## config.mk

```make
export PLATFORM = sky130hd
export DESIGN_NAME = cvtsw_normalize
export DESIGN_NICKNAME = d
export VERILOG_FILES = /design/src/rtl/cvtsw_normalize.sv
export SDC_FILE = /design/constraint.sdc
export NUM_CORES = 1
export LEC_CHECK = 0
export BUFFER_PORTS_ARGS = -buffer_cell sky130_fd_sc_hd__buf_2
export CORE_MARGIN = 5
export CORE_UTILIZATION = 55
export CTS_CLUSTER_SIZE = 20
export DETAILED_ROUTE_END_ITERATION = 8
export PLACE_DENSITY = 0.78
export SYNTH_ARGS = -nofsm -noshare
export SYNTH_HDL_FRONTEND = slang
export SYNTH_SLANG_ARGS = --single-unit
```

## constraint.sdc

```tcl
create_clock -name clk -period 4.1 [get_ports clk]
set_input_delay 0.82 -clock clk [delete_from_list [all_inputs] [get_ports clk]]
set_output_delay 0.82 -clock clk [all_outputs]
set_load 0.02 [all_outputs]
```

## src/rtl/cvtsw_normalize.sv

```systemverilog
// cvt.s.w front stage: sign/magnitude, binary-search normalise, biased exponent; latency 1+LOG2N (zero: 1).
// Holds result while out_ready is low (in_ready=0); optional CVTSW_UNSIGNED_EN adds uns_in for cvt.s.wu.
module cvtsw_normalize #(
    parameter int INTn    = 32,
    parameter int LOG2N   = 5,
    parameter int NEXP    = 8,
    parameter int BIAS    = 127,
    parameter int LAST_RA = 4
) (
    input  logic               clk,
    input  logic               rst,
    input  logic               in_valid,
    output logic               in_ready,
    input  logic [INTn-1:0]    in_int,
    input  logic [LAST_RA:0]   in_ra,
    output logic               out_valid,
    input  logic               out_ready,
    output logic               out_neg,
    output logic [NEXP-1:0]    out_exp,
    output logic [INTn-1:0]    out_sig,
    output logic [LAST_RA:0]   out_ra,
    output logic               out_zero,
`ifdef CVTSW_UNSIGNED_EN
    input  logic               uns_in,
`endif
    output logic               busy
);

    typedef enum logic [1:0] {S_IDLE = 2'd0, S_SHIFT = 2'd1, S_DONE = 2'd2} state_t;

    localparam logic [NEXP-1:0]  EXP_TOP = NEXP'(BIAS + INTn - 1);
    localparam logic [LOG2N-1:0] K_INIT  = LOG2N'(LOG2N - 1);

    state_t             r_state, w_state_nx;
    logic [INTn-1:0]    r_mag;
    logic [LOG2N-1:0]   r_lzc;
    logic [LOG2N-1:0]   r_k;
    logic               r_neg;
    logic               r_zero;
    logic [NEXP-1:0]    r_exp;
    logic [LAST_RA:0]   r_ra;

    logic               w_acc;
    logic               w_neg;
    logic [INTn-1:0]    w_mag;
    logic [LOG2N-1:0]   w_step;
    logic [INTn-1:0]    w_mask;
    logic               w_hit;
    logic [INTn-1:0]    w_mag_sh;
    logic [LOG2N-1:0]   w_lzc_nx;
    logic [NEXP-1:0]    w_exp_nx;

`ifdef CVTSW_UNSIGNED_EN
    assign w_neg = ~uns_in & in_int[INTn-1];
`else
    assign w_neg = in_int[INTn-1];
`endif
    // Negation is modulo 2^INTn, so the most-negative input yields 2^(INTn-1).
    assign w_mag    = w_neg ? ({INTn{1'b0}} - in_int) : in_int;
    assign w_acc    = in_valid & in_ready;

    // Test the top 2^k bits of the magnitude; shift them out when all zero.
    assign w_step   = {{(LOG2N-1){1'b0}}, 1'b1} << r_k;
    assign w_mask   = ~({INTn{1'b1}} >> w_step);
    assign w_hit    = (r_mag & w_mask) == '0;
    assign w_mag_sh = w_hit ? (r_mag << w_step) : r_mag;
    assign w_lzc_nx = w_hit ? (r_lzc + w_step) : r_lzc;
    assign w_exp_nx = EXP_TOP - {{(NEXP-LOG2N){1'b0}}, w_lzc_nx};

    always_ff @(posedge clk) begin
        if (rst) r_state <= S_IDLE;
        else     r_state <= w_state_nx;
    end

    always_comb begin
        w_state_nx = r_state;
        case (r_state)
            S_IDLE:  if (w_acc) w_state_nx = (w_mag == '0) ? S_DONE : S_SHIFT;
            S_SHIFT: if (r_k == '0) w_state_nx = S_DONE;
            S_DONE: begin
                if (w_acc)          w_state_nx = (w_mag == '0) ? S_DONE : S_SHIFT;
                else if (out_ready) w_state_nx = S_IDLE;
            end
            default: w_state_nx = S_IDLE;
        endcase
    end

    always_comb begin
        out_valid = (r_state == S_DONE);
        busy      = (r_state != S_IDLE);
        in_ready  = (r_state == S_IDLE) | ((r_state == S_DONE) & out_ready);
    end

    always_ff @(posedge clk) begin
        if (rst) begin
            r_mag  <= '0;
            r_lzc  <= '0;
            r_k    <= '0;
            r_neg  <= 1'b0;
            r_zero <= 1'b0;
            r_exp  <= '0;
            r_ra   <= '0;
        end else if (w_acc) begin
            r_mag  <= w_mag;
            r_lzc  <= '0;
            r_k    <= K_INIT;
            r_neg  <= w_neg;
            r_zero <= (w_mag == '0);
            r_exp  <= '0;
            r_ra   <= in_ra;
        end else if (r_state == S_SHIFT) begin
            r_mag <= w_mag_sh;
            r_lzc <= w_lzc_nx;
            if (r_k == '0) r_exp <= w_exp_nx;
            else           r_k   <= r_k - 1'b1;
        end
    end

    assign out_neg  = r_neg;
    assign out_exp  = r_exp;
    assign out_sig  = r_mag;
    assign out_ra   = r_ra;
    assign out_zero = r_zero;

endmodule

```

==> flow_metrics.py <==
metrics = {
    "routing": {
        "postRouteWirelength_um": 19600,
        "drcViolationCount": 0,
        "drtIter0Drc": 649,
        "antenna_violating_nets_post_route": 0,
        "detailed_route_via_count": 6278,
        "wl_per_cell_um": 20.9,
        "first_pass_iters": 5,
        "drt-vias-per-instance": 6.68,
    },
    "power": {
        "sequentialPowerShare": 0.332,
        "vdd_ir_drop_max_mv": 0.165,
        "power.share.switching": 0.404,
        "p_per_area_mw_per_mm2": 356,
        "combinational_power_share": 0.389,
        "netSwitchingPower_uw": 894,
        "power_frac_clock": 0.278,
        "pint_mw": 1.32,
        "power_leakage_nw": 2.36,
    },
    "synthesis": {
        "synth_async_sr_flop_share": 0,
        "syn_inst": 742,
        "synth_edf_count": 0,
        "synth.lib_cells_used.distinct": 79,
        "syn_avg_cell_area_um2": 7.35,
        "yosys_most_used_dff": "sky130_fd_sc_hd__dfxtp_1",
        "seq_cells_post_synth": 59,
        "netlist_top_cells_area": "sky130_fd_sc_hd__dfxtp_1 (22%), sky130_fd_sc_hd__nand2_1 (6.0%), sky130_fd_sc_hd__nor2_1 (5.3%)",
        "synthesis.yosys.warnings": 0,
        "synth.cells.most_frequent": "sky130_fd_sc_hd__nand2_1 (87), sky130_fd_sc_hd__nor2_1 (77), sky130_fd_sc_hd__dfxtp_1 (59)",
        "synth-seq-area-share": 0.217,
        "yosysMostFrequentCell": "sky130_fd_sc_hd__nand2_1",
        "synth_top_cell_by_area": "sky130_fd_sc_hd__dfxtp_1",
        "top_cell_type_s_share_of_synthesized_area": 0.217,
        "post_synth_instance_area_mm2": 0.00545,
        "synth_nets": 791,
    },
    "sta": {
        "peak_clock_frequency_supported_by_timing_mhz": 307,
        "timing_hold_violations_final": 0,
        "timing_max_transition_violations_final": 0,
        "fin_worst_skew_ns": 0.0119,
        "max-slew-margin-rel": 0.428,
        "rsz0062_at_grt": "no",
        "setup_tns_ns": 0,
        "layout_worst_path_cycle_share": 0.794,
        "time_the_final_worst_path_needs_with_i_o_delays_and_setup_ns": 3.25,
        "timing.final.setup_violations": 0,
        "slew_at_the_pin_with_the_worst_max_slew_slack_ns": 0.858,
    },
    "clock_network": {
        "cts_setup_buffers": 0,
        "post_cts_resize_count": 0,
        "clockBufferDepth": 2,
        "clock_sink_count": 59,
        "total_of_hold_buffers_inserted_after_clock_tree_synthesis": 0,
        "path_clk_slew_ns": 0.07,
        "clock_insertion_delay_worst_skew_ns": 0.36,
        "tritoncts_clock_tree": "yes",
        "cts_inserted_buffers": 9,
        "cts.htree.levels": 3,
        "clock_tree.root_cell": "sky130_fd_sc_hd__clkbuf_8",
    },
    "floorplanning": {
        "core_region_area_mm2": 0.00973,
        "floorplan.die_area_mm2": 0.0120,
        "floorplan.initialDensity": 0.561,
        "ioPinCount": 91,
        "chipWidth_um": 110,
        "die_h_um": 110,
        "row_count": 36,
    },
    "global_routing": {
        "via_count_of_the_first_global_routing_pass": 5938,
        "antenna_found_initial": 0,
        "grt-ovfl-total": 0,
        "global_route.usage.total": 0.332,
        "grt_start_max_net_pins": 47,
        "grt_first_pass_wirelength_um": 31000,
    },
    "layout": {
        "sequential_cell_area_mm2": 0.00118,
        "layout.filler_cells": 935,
        "multi_input_area_mm2": 0.00397,
        "fraction_of_layout_instances_using_a_drive_strength_above_1": 0.209,
        "layout.nets": 852,
        "flow.area_growth_from_synthesis_pct": 14.1,
        "final_cells": 940,
        "n_antenna_cell": 0,
    },
    "status": {
        "status": "finished, final reports clean",
    },
    "place": {
        "number_of_buffers_inserted_by_port_buffering": 90,
        "hpwl_um": 14500,
        "place_inst": 925,
        "place_congestion": 1.02,
    },
    "setup_path": {
        "path_class": "flip-flop to flip-flop",
        "worst_ep_required_time_ns": 4.32,
        "worstPathArrival_ns": 3.48,
        "startpoint_type": "flip-flop",
        "end_kind": "flip-flop",
        "critical_path_peak_fanout": 8,
    },
    "hold_path": {
        "timing.hold.worst.class": "flip-flop to flip-flop",
    },
    "flow_run": {
        "timing.max_cap.violations": 0,
    },
}
-- path summary, 6_finish.rpt --
kind | from | end | slack (ns) | depth (start not counted)
min | out_neg | out_neg | 0.45 | 2
max | out_sig[22] | out_exp[4] | 0.85 | 11
min reg2reg | out_neg | out_neg | 0.45 | 2
max reg2reg | out_sig[22] | out_exp[4] | 0.85 | 11
-- state kept, by name, indices dropped and copies added (netlist names) --
register and count:
out_exp 8, out_neg 1, out_ra 5, out_sig 32, out_zero 1, r_k 5
r_lzc 5, r_state 2
-- cells by family (layout without fill, tap and decap cells) --
| logic type | count (synthesis) | after routing | share of synthesized area |
|---|---|---|---|
| AOI/OAI and AO/OA | 214 | 214 | 0.266 |
| xor gates and xnor gates | 41 | 41 | 0.0658 |
| adders and majority gates | 8 | 8 | 0.0197 |
| buffers and inverters | 80 | 145 | 0.0585 |
| DFF | 59 | 59 | 0.217 |
| muxes | 36 | 36 | 0.0881 |
| and+or+nand+nor | 304 | 304 | 0.286 |
-- layout by cell type, fill, tap and decap left out, types with 9 or more instances in the layout --
| master | n |
|---|---|
| sky130_fd_sc_hd__buf_4 | 20 |
| sky130_fd_sc_hd__a21oi_1 | 52 |
| sky130_fd_sc_hd__xnor2_1 | 29 |
| sky130_fd_sc_hd__nor2_1 | 76 |
| sky130_fd_sc_hd__a221oi_1 | 11 |
| sky130_fd_sc_hd__nand4_1 | 13 |
| sky130_fd_sc_hd__or3_1 | 9 |
| sky130_fd_sc_hd__inv_1 | 19 |
| sky130_fd_sc_hd__a211oi_1 | 16 |
| sky130_fd_sc_hd__nand2b_1 | 10 |
| sky130_fd_sc_hd__mux4_2 | 9 |
| sky130_fd_sc_hd__xor2_1 | 12 |
| sky130_fd_sc_hd__mux2i_1 | 21 |
| sky130_fd_sc_hd__clkbuf_8 | 11 |
| sky130_fd_sc_hd__o211ai_1 | 11 |
| sky130_fd_sc_hd__dfxtp_1 | 58 |
| sky130_fd_sc_hd__nand3_1 | 20 |
| sky130_fd_sc_hd__nor3_1 | 25 |
| sky130_fd_sc_hd__o21ai_0 | 35 |
| sky130_fd_sc_hd__nor4_1 | 11 |
| sky130_fd_sc_hd__nand2_1 | 87 |
| sky130_fd_sc_hd__a31oi_1 | 12 |
| sky130_fd_sc_hd__buf_2 | 90 |
-- layer usage --
layer  part of all wire  wire [um]  track usage
met3              0.095       1880       0.0534
met4              0.036        700        0.178
met2               0.46       9120        0.525
met1               0.40       7950        0.432
met5                  0          0            0
-- critical path: stages (launching register included) --
cell and delay (ns):
sky130_fd_sc_hd__dfxtp_1 0.42, sky130_fd_sc_hd__or4_1 0.55, sky130_fd_sc_hd__o41ai_2 0.37, sky130_fd_sc_hd__a31oi_1 0.31, sky130_fd_sc_hd__nor2_2 0.40, sky130_fd_sc_hd__mux2i_1 0.32
sky130_fd_sc_hd__inv_1 0.07, sky130_fd_sc_hd__ha_1 0.24, sky130_fd_sc_hd__nand3_1 0.10, sky130_fd_sc_hd__mux2i_1 0.08, sky130_fd_sc_hd__xnor2_1 0.18, sky130_fd_sc_hd__a21oi_1 0.08
-- cell type report --
type,count,area share
flip-flops and latches,59,0.190
multi-input cells,603,0.638
repair buffers,110,0.0965
clock inverters,4,0.0119
well taps,133,0.0267
inverters,20,0.0121
clock buffers,11,0.0243
-- power groups by stage --
stage	combinational [mW]	clock (mW)	sequential [mW]
after floorplan	0.539	0	0.757
after global placement	0.830	0	0.739
after detailed placement	0.841	0	0.742
after CTS	0.847	0.619	0.729
after global routing	0.932	0.641	0.740
final	0.862	0.616	0.736
-- stage by stage --
| step | cell area, um2 | setup slack, ns | utilization | total power, mW | hold WS [ns] |
|---|---|---|---|---|---|
| after floorplan | 5450 | 1.00 | - | 1.30 | 0.465 |
| after global placement | 6000 | 0.822 | 0.616 | 1.57 | 0.440 |
| after detailed placement | 6000 | 0.707 | 0.616 | 1.58 | 0.446 |
| after CTS | 6220 | 0.876 | 0.640 | 2.19 | 0.456 |
| after global routing | 6220 | 0.581 | 0.640 | 2.31 | 0.473 |
| final | 6220 | 0.845 | 0.640 | 2.21 | 0.453 |
Note: power is estimated with default switching activity, not from simulation.
